$ cat src/rtl/ctrl_mc.sv
// Multi-cycle control FSM for the SISC datapath: fetch/decode/execute/mem/writeback with
// memory-ready wait states, a resumable HALT state and a saturating retired-instruction counter.
module ctrl_mc #(
  parameter int OP_W     = 4,
  parameter int MM_W     = 4,
  parameter int ALU_OP_W = 2,
  parameter int CNT_W    = 16
) (
  input  logic                clk,
  input  logic                rst_f,
  input  logic [OP_W-1:0]     opcode,
  input  logic [MM_W-1:0]     mm,
  input  logic [MM_W-1:0]     stat,
  input  logic                mem_rdy,
  input  logic                resume,
  output logic                rf_we,
  output logic                wb_sel,
  output logic                rb_sel,
  output logic [ALU_OP_W-1:0] alu_op,
  output logic                dm_we,
  output logic                ir_load,
  output logic                pc_write,
  output logic                pc_sel,
  output logic                br_sel,
  output logic                pc_rst,
  output logic                halted,
  output logic [2:0]          state,
  output logic [CNT_W-1:0]    instr_cnt
);

  typedef enum logic [2:0] {
    START0    = 3'd0,
    START1    = 3'd1,
    FETCH     = 3'd2,
    DECODE    = 3'd3,
    EXECUTE   = 3'd4,
    MEM       = 3'd5,
    WRITEBACK = 3'd6,
    HALT      = 3'd7
  } state_t;

  localparam logic [OP_W-1:0] OP_LOD = OP_W'(1);
  localparam logic [OP_W-1:0] OP_STR = OP_W'(2);
  localparam logic [OP_W-1:0] OP_BRA = OP_W'(4);
  localparam logic [OP_W-1:0] OP_BRR = OP_W'(5);
  localparam logic [OP_W-1:0] OP_BNE = OP_W'(6);
  localparam logic [OP_W-1:0] OP_BNR = OP_W'(7);
  localparam logic [OP_W-1:0] OP_ALU = OP_W'(8);
  localparam logic [OP_W-1:0] OP_HLT = OP_W'(15);
  localparam logic [MM_W-1:0] MM_IMM = MM_W'(8);

  state_t cur_st, nxt_st;

  logic is_lod, is_str, is_alu, is_hlt, br_pos, br_neg, cc_hit, taken, imm;

  // bit1 = hold condition codes, bit0 = immediate operand
  function automatic logic [ALU_OP_W-1:0] alu_code(input logic hold, input logic im);
    logic [ALU_OP_W-1:0] c;
    c    = '0;
    c[1] = hold;
    c[0] = im;
    return c;
  endfunction

  assign is_lod = (opcode == OP_LOD);
  assign is_str = (opcode == OP_STR);
  assign is_alu = (opcode == OP_ALU);
  assign is_hlt = (opcode == OP_HLT);
  assign br_pos = (opcode == OP_BRA) || (opcode == OP_BRR);
  assign br_neg = (opcode == OP_BNE) || (opcode == OP_BNR);
  assign cc_hit = |(stat & mm);
  assign taken  = (br_pos && cc_hit) || (br_neg && !cc_hit);
  assign imm    = (mm == MM_IMM);

  always_ff @(posedge clk or posedge rst_f) begin
    if (rst_f) begin
      cur_st    <= START1;
      halted    <= 1'b0;
      instr_cnt <= '0;
    end else begin
      cur_st <= nxt_st;
      halted <= (nxt_st == HALT);
      if (cur_st == DECODE && instr_cnt != {CNT_W{1'b1}})
        instr_cnt <= instr_cnt + CNT_W'(1);
    end
  end

  always_comb begin
    nxt_st = START1;
    case (cur_st)
      START0:    nxt_st = START1;
      START1:    nxt_st = FETCH;
      FETCH:     nxt_st = mem_rdy ? DECODE : FETCH;
      DECODE:    nxt_st = is_hlt ? HALT : EXECUTE;
      EXECUTE:   nxt_st = MEM;
      MEM:       nxt_st = ((is_lod || is_str) && !mem_rdy) ? MEM : WRITEBACK;
      WRITEBACK: nxt_st = FETCH;
      HALT:      nxt_st = resume ? FETCH : HALT;
      default:   nxt_st = START1;
    endcase
  end

  always_comb begin
    rf_we    = 1'b0;
    wb_sel   = 1'b0;
    rb_sel   = 1'b0;
    alu_op   = alu_code(1'b1, 1'b0);
    dm_we    = 1'b0;
    ir_load  = 1'b0;
    pc_write = 1'b0;
    pc_sel   = 1'b0;
    br_sel   = 1'b0;
    pc_rst   = 1'b0;
    case (cur_st)
      START0, START1: pc_rst = 1'b1;
      FETCH: begin
        ir_load  = mem_rdy;
        pc_write = mem_rdy;
      end
      DECODE: begin
        if (taken) begin
          pc_write = 1'b1;
          pc_sel   = 1'b1;
          br_sel   = (opcode == OP_BRA) || (opcode == OP_BNE);
        end
      end
      EXECUTE: begin
        if (is_alu) alu_op = alu_code(1'b0, imm);
        else if (is_lod || is_str) begin
          alu_op = alu_code(1'b1, 1'b1);
          rb_sel = is_str;
        end
      end
      MEM: begin
        if (is_alu) alu_op = alu_code(1'b1, imm);
        else if (is_lod || is_str) begin
          alu_op = alu_code(1'b1, 1'b1);
          rb_sel = is_str;
          dm_we  = is_str;
        end
      end
      WRITEBACK: begin
        if (is_alu) begin
          rf_we  = 1'b1;
          alu_op = alu_code(1'b1, imm);
        end else if (is_lod) begin
          rf_we  = 1'b1;
          wb_sel = 1'b1;
        end
      end
      HALT: alu_op = '0;
      default: pc_rst = 1'b1;
    endcase
  end

  assign state = cur_st;

endmodule

$ cat config.mk
export PLATFORM = sky130hd
export DESIGN_NAME = ctrl_mc
export DESIGN_NICKNAME = d
export VERILOG_FILES = /design/src/rtl/ctrl_mc.sv
export SDC_FILE = /design/constraint.sdc
export NUM_CORES = 1
export LEC_CHECK = 0
export ABC_AREA = 1
export BUFFER_PORTS_ARGS = -buffer_cell sky130_fd_sc_hd__buf_2
export CAP_MARGIN = 20
export CORE_ASPECT_RATIO = 0.5
export CORE_MARGIN = 2
export CORE_UTILIZATION = 30
export CTS_CLUSTER_SIZE = 16
export DETAILED_ROUTE_END_ITERATION = 7
export GPL_TIMING_DRIVEN = 0
export SLEW_MARGIN = 20
export SYNTH_ARGS = -nofsm -noshare
export SYNTH_HDL_FRONTEND = slang
export SYNTH_SLANG_ARGS = --single-unit
$ cat constraint.sdc
create_clock -name clk -period 2.2 [get_ports clk]
set_input_delay 0.44 -clock clk [delete_from_list [all_inputs] [get_ports clk]]
set_output_delay 0.44 -clock clk [all_outputs]
set_load 0.05 [all_outputs]
==> flow_metrics.py <==
metrics = {
    "status": {
        "outcome": "completed",
    },
    "power_and_ir_drop": {
        "power_density_nw_per_um2": 946,
        "swShare_pct": 52.5,
        "leakage_nw": 0.983,
        "pwr-share-comb_pct": 57.2,
        "pwr-share-clk_pct": 14.0,
        "total_power_mw": 1.77,
        "seq_power_share_pct": 28.8,
        "irDropWorstVdd_v": 0.000492,
        "switchingPower_mw": 0.930,
        "p_int_mw": 0.843,
    },
    "synthesis": {
        "yosysUniqueCellTypes": 24,
        "synth_top_cells_by_area": "dfrtp_1 (33%), nand2_1 (26%), nor2_1 (7.8%), inv_1 (6.0%), xnor2_1 (3.6%)",
        "synth-edff-count": 0,
        "yosysTopAreaCell": "dfrtp_1",
        "synthArstFlopShare_pct": 100,
        "yosys-top-cells-count": "nand2_1 (99), nor2_1 (30), inv_1 (23)",
        "netlist_area_um2": 1450,
        "synth_top_area_share_pct": 32.8,
        "synth_most_common_cell": "nand2_1",
        "ys.flop_type": "dfrtp_1",
        "netlist_instances": 226,
        "yosys_warnings": 0,
        "synth_nets": 243,
        "ys_ff_latch": 20,
        "seq_area_frac_synth_pct": 34.6,
        "syn_area_per_cell_um2": 6.42,
    },
    "route": {
        "drt_iter0_drc": 68,
        "top_layer": "met4",
        "drt-wirelength-per-cell_um": 10.5,
        "routed_wl_um": 3600,
        "vias_per_cell": 4.47,
        "dr_total_vias": 1539,
        "drcViolationCount": 0,
        "route.met2.wl_um": 1640,
        "met1_length_um": 1760,
        "antenna_left": 0,
        "dr.pass1.iters": 4,
        "wl_met3_um": 173,
    },
    "floorplanning": {
        "initial_core_util_pct": 32.0,
        "placeableCoreArea_um2": 4530,
        "die_height_um": 53.2,
        "rows": 17,
        "die_area_um2": 5440,
        "die_x_um": 102,
        "ios": 47,
    },
    "sta": {
        "max_freq_mhz": 474,
        "worst_slew_pin_slew_ns": 0.773,
        "min_period_ns": 2.11,
        "fin_hold_ws_ns": 0.313,
        "clock_skew_ns": 0.00365,
        "rsz0062_at_grt": "yes",
        "fin_crit_sh_pct": 95.8,
        "relSlewSlack_pct": 48.4,
        "tns_ns": 0,
        "fin_ws_ns": 0.0917,
        "drv_slew": 0,
        "setup_violations": 0,
        "hold_viol": 0,
    },
    "placement": {
        "placedCellCount": 338,
        "post-place-ws_ns": 0.123,
        "port_buffers": 46,
        "gp_congestion": 0.899,
        "post_dp_cell_area_um2": 1780,
        "hpwl_um": 2800,
    },
    "grt": {
        "antenna_found_initial": 0,
        "overflow": 0,
        "grt_pass1_wl_um": 5810,
        "gr-usage-all-layers_pct": 14.0,
        "grt_pass1_vias": 1304,
        "grt_max_degree": 21,
    },
    "job": {
        "maxCapViolCount": 0,
    },
    "finish": {
        "fillers": 482,
        "final_area_um2": 1870,
        "finalNetCount": 296,
        "antenna_cells": 0,
        "fin_cells": 344,
        "utilization_pct": 41.4,
        "drive_gt1_share_pct": 25.9,
        "area_delta_synth_final_pct": 29.2,
    },
    "clock_tree": {
        "clk_latency_ns": 0.26,
        "path_clk_slew_ns": 0.07,
        "cts_sinks": 20,
        "cts_tree": "yes",
        "htreeDepth": 1,
        "cts_max_path_buffers": 2,
        "cts_root_buf": "clkbuf_8",
        "numCtsBuffers": 3,
        "hold_buffers": 0,
    },
    "min_path": {
        "hold_class": "in2async",
    },
    "critical_path": {
        "critPathLaunchType": "register",
        "end_kind": "output port",
        "crit_arrival_ns": 1.67,
        "critPathKind": "reg2out",
        "crit_required_ns": 1.76,
        "path_max_fanout": 4,
    },
}
[state kept, by name, summed over array words and instances (netlist names)]
| name | count |
|---|---|
| halted | 1 |
| instr_cnt | 16 |
| state | 3 |
[cell usage in the layout, fill, tap and decap left out, types with 2 or more instances in the layout]
master and n:
dfrtp_1 19, o21ai_0 8, inv_1 23, nand3_1 9
xnor2_1 6, clkbuf_8 3, buf_6 4, nand4_1 6
a21oi_2 3, xor2_1 2, nor2_4 5, buf_2 44
nand2_1 99, nor2_2 2, buf_4 3, nor2_1 28
o21ai_1 2, nor3_2 2
[power groups by stage]
stage,Sequential (mW),Combinational (mW),Clock (mW)
5_1_grt,0.524,1.11,0.276
4_1_cts,0.506,1.02,0.259
6_report,0.510,1.01,0.248
2_1_floorplan,0.728,0.539,0
3_5_place_dp,0.521,0.968,0
3_3_place_gp,0.522,0.958,0
[logic make-up (layout without fill, tap and decap cells)]
kind of cell    after synthesis  count (layout)  synth area share, %
buf+inv                      27              79                 8.11
compound gates               15              15                 6.21
xor+xnor                      8               8                 4.83
flops                        20              20                 34.6
simple gates                155             155                 45.4
fa+ha+maj                     1               1                0.863
[metal layers]
| layer | vias up | GRT usage [%] |
|---|---|---|
| li1 | 802 | - |
| met1 | 692 | 17.8 |
| met4 | 0 | 3.33 |
| met3 | 2 | 2.91 |
| met5 | - | 0 |
| met2 | 43 | 24.5 |
[final timing paths]
| check | startpoint | to | slack, ns | cells past startpoint |
|---|---|---|---|---|
| setup / recovery | state[0]$_DFF_PP1_ | rb_sel | 0.09 | 5 |
| max in group asynchronous | rst_f | instr_cnt[10]$_DFFE_PP0P_ | 1.40 | 2 |
| min in group clk | mem_rdy | state[0]$_DFF_PP1_ | 0.48 | 4 |
| hold reg to reg | instr_cnt[1]$_DFFE_PP0P_ | instr_cnt[1]$_DFFE_PP0P_ | 0.56 | 2 |
| setup reg to reg | instr_cnt[0]$_DFFE_PP0P_ | instr_cnt[13]$_DFFE_PP0P_ | 0.54 | 9 |
| hold / removal | rst_f | instr_cnt[1]$_DFFE_PP0P_ | 0.31 | 2 |
[worst max-delay path, stage by stage (launching register included)]
cell	delay, ns
dfstp_2	0.55
inv_1	0.08
nor3_2	0.25
inv_1	0.13
a21oi_2	0.13
buf_2	0.27
[area by class of cell]
class	instances	area, µm²	share of cell area, %
buffer	3	27.5	1.47
tap	66	82.6	4.41
inverter	24	90.1	4.81
timing repair buffer	48	260	13.9
sequential	20	502	26.8
multi-input combinational	179	867	46.3
clock buffer	4	45.0	2.40
[repair_timing]
action,in CTS,in global routing
setup endpoints to repair,4,5
pin swaps,2,3
resized for setup,5,3
setup buffers,2,0
No activity file was read; power rests on OpenSTA's default activity.
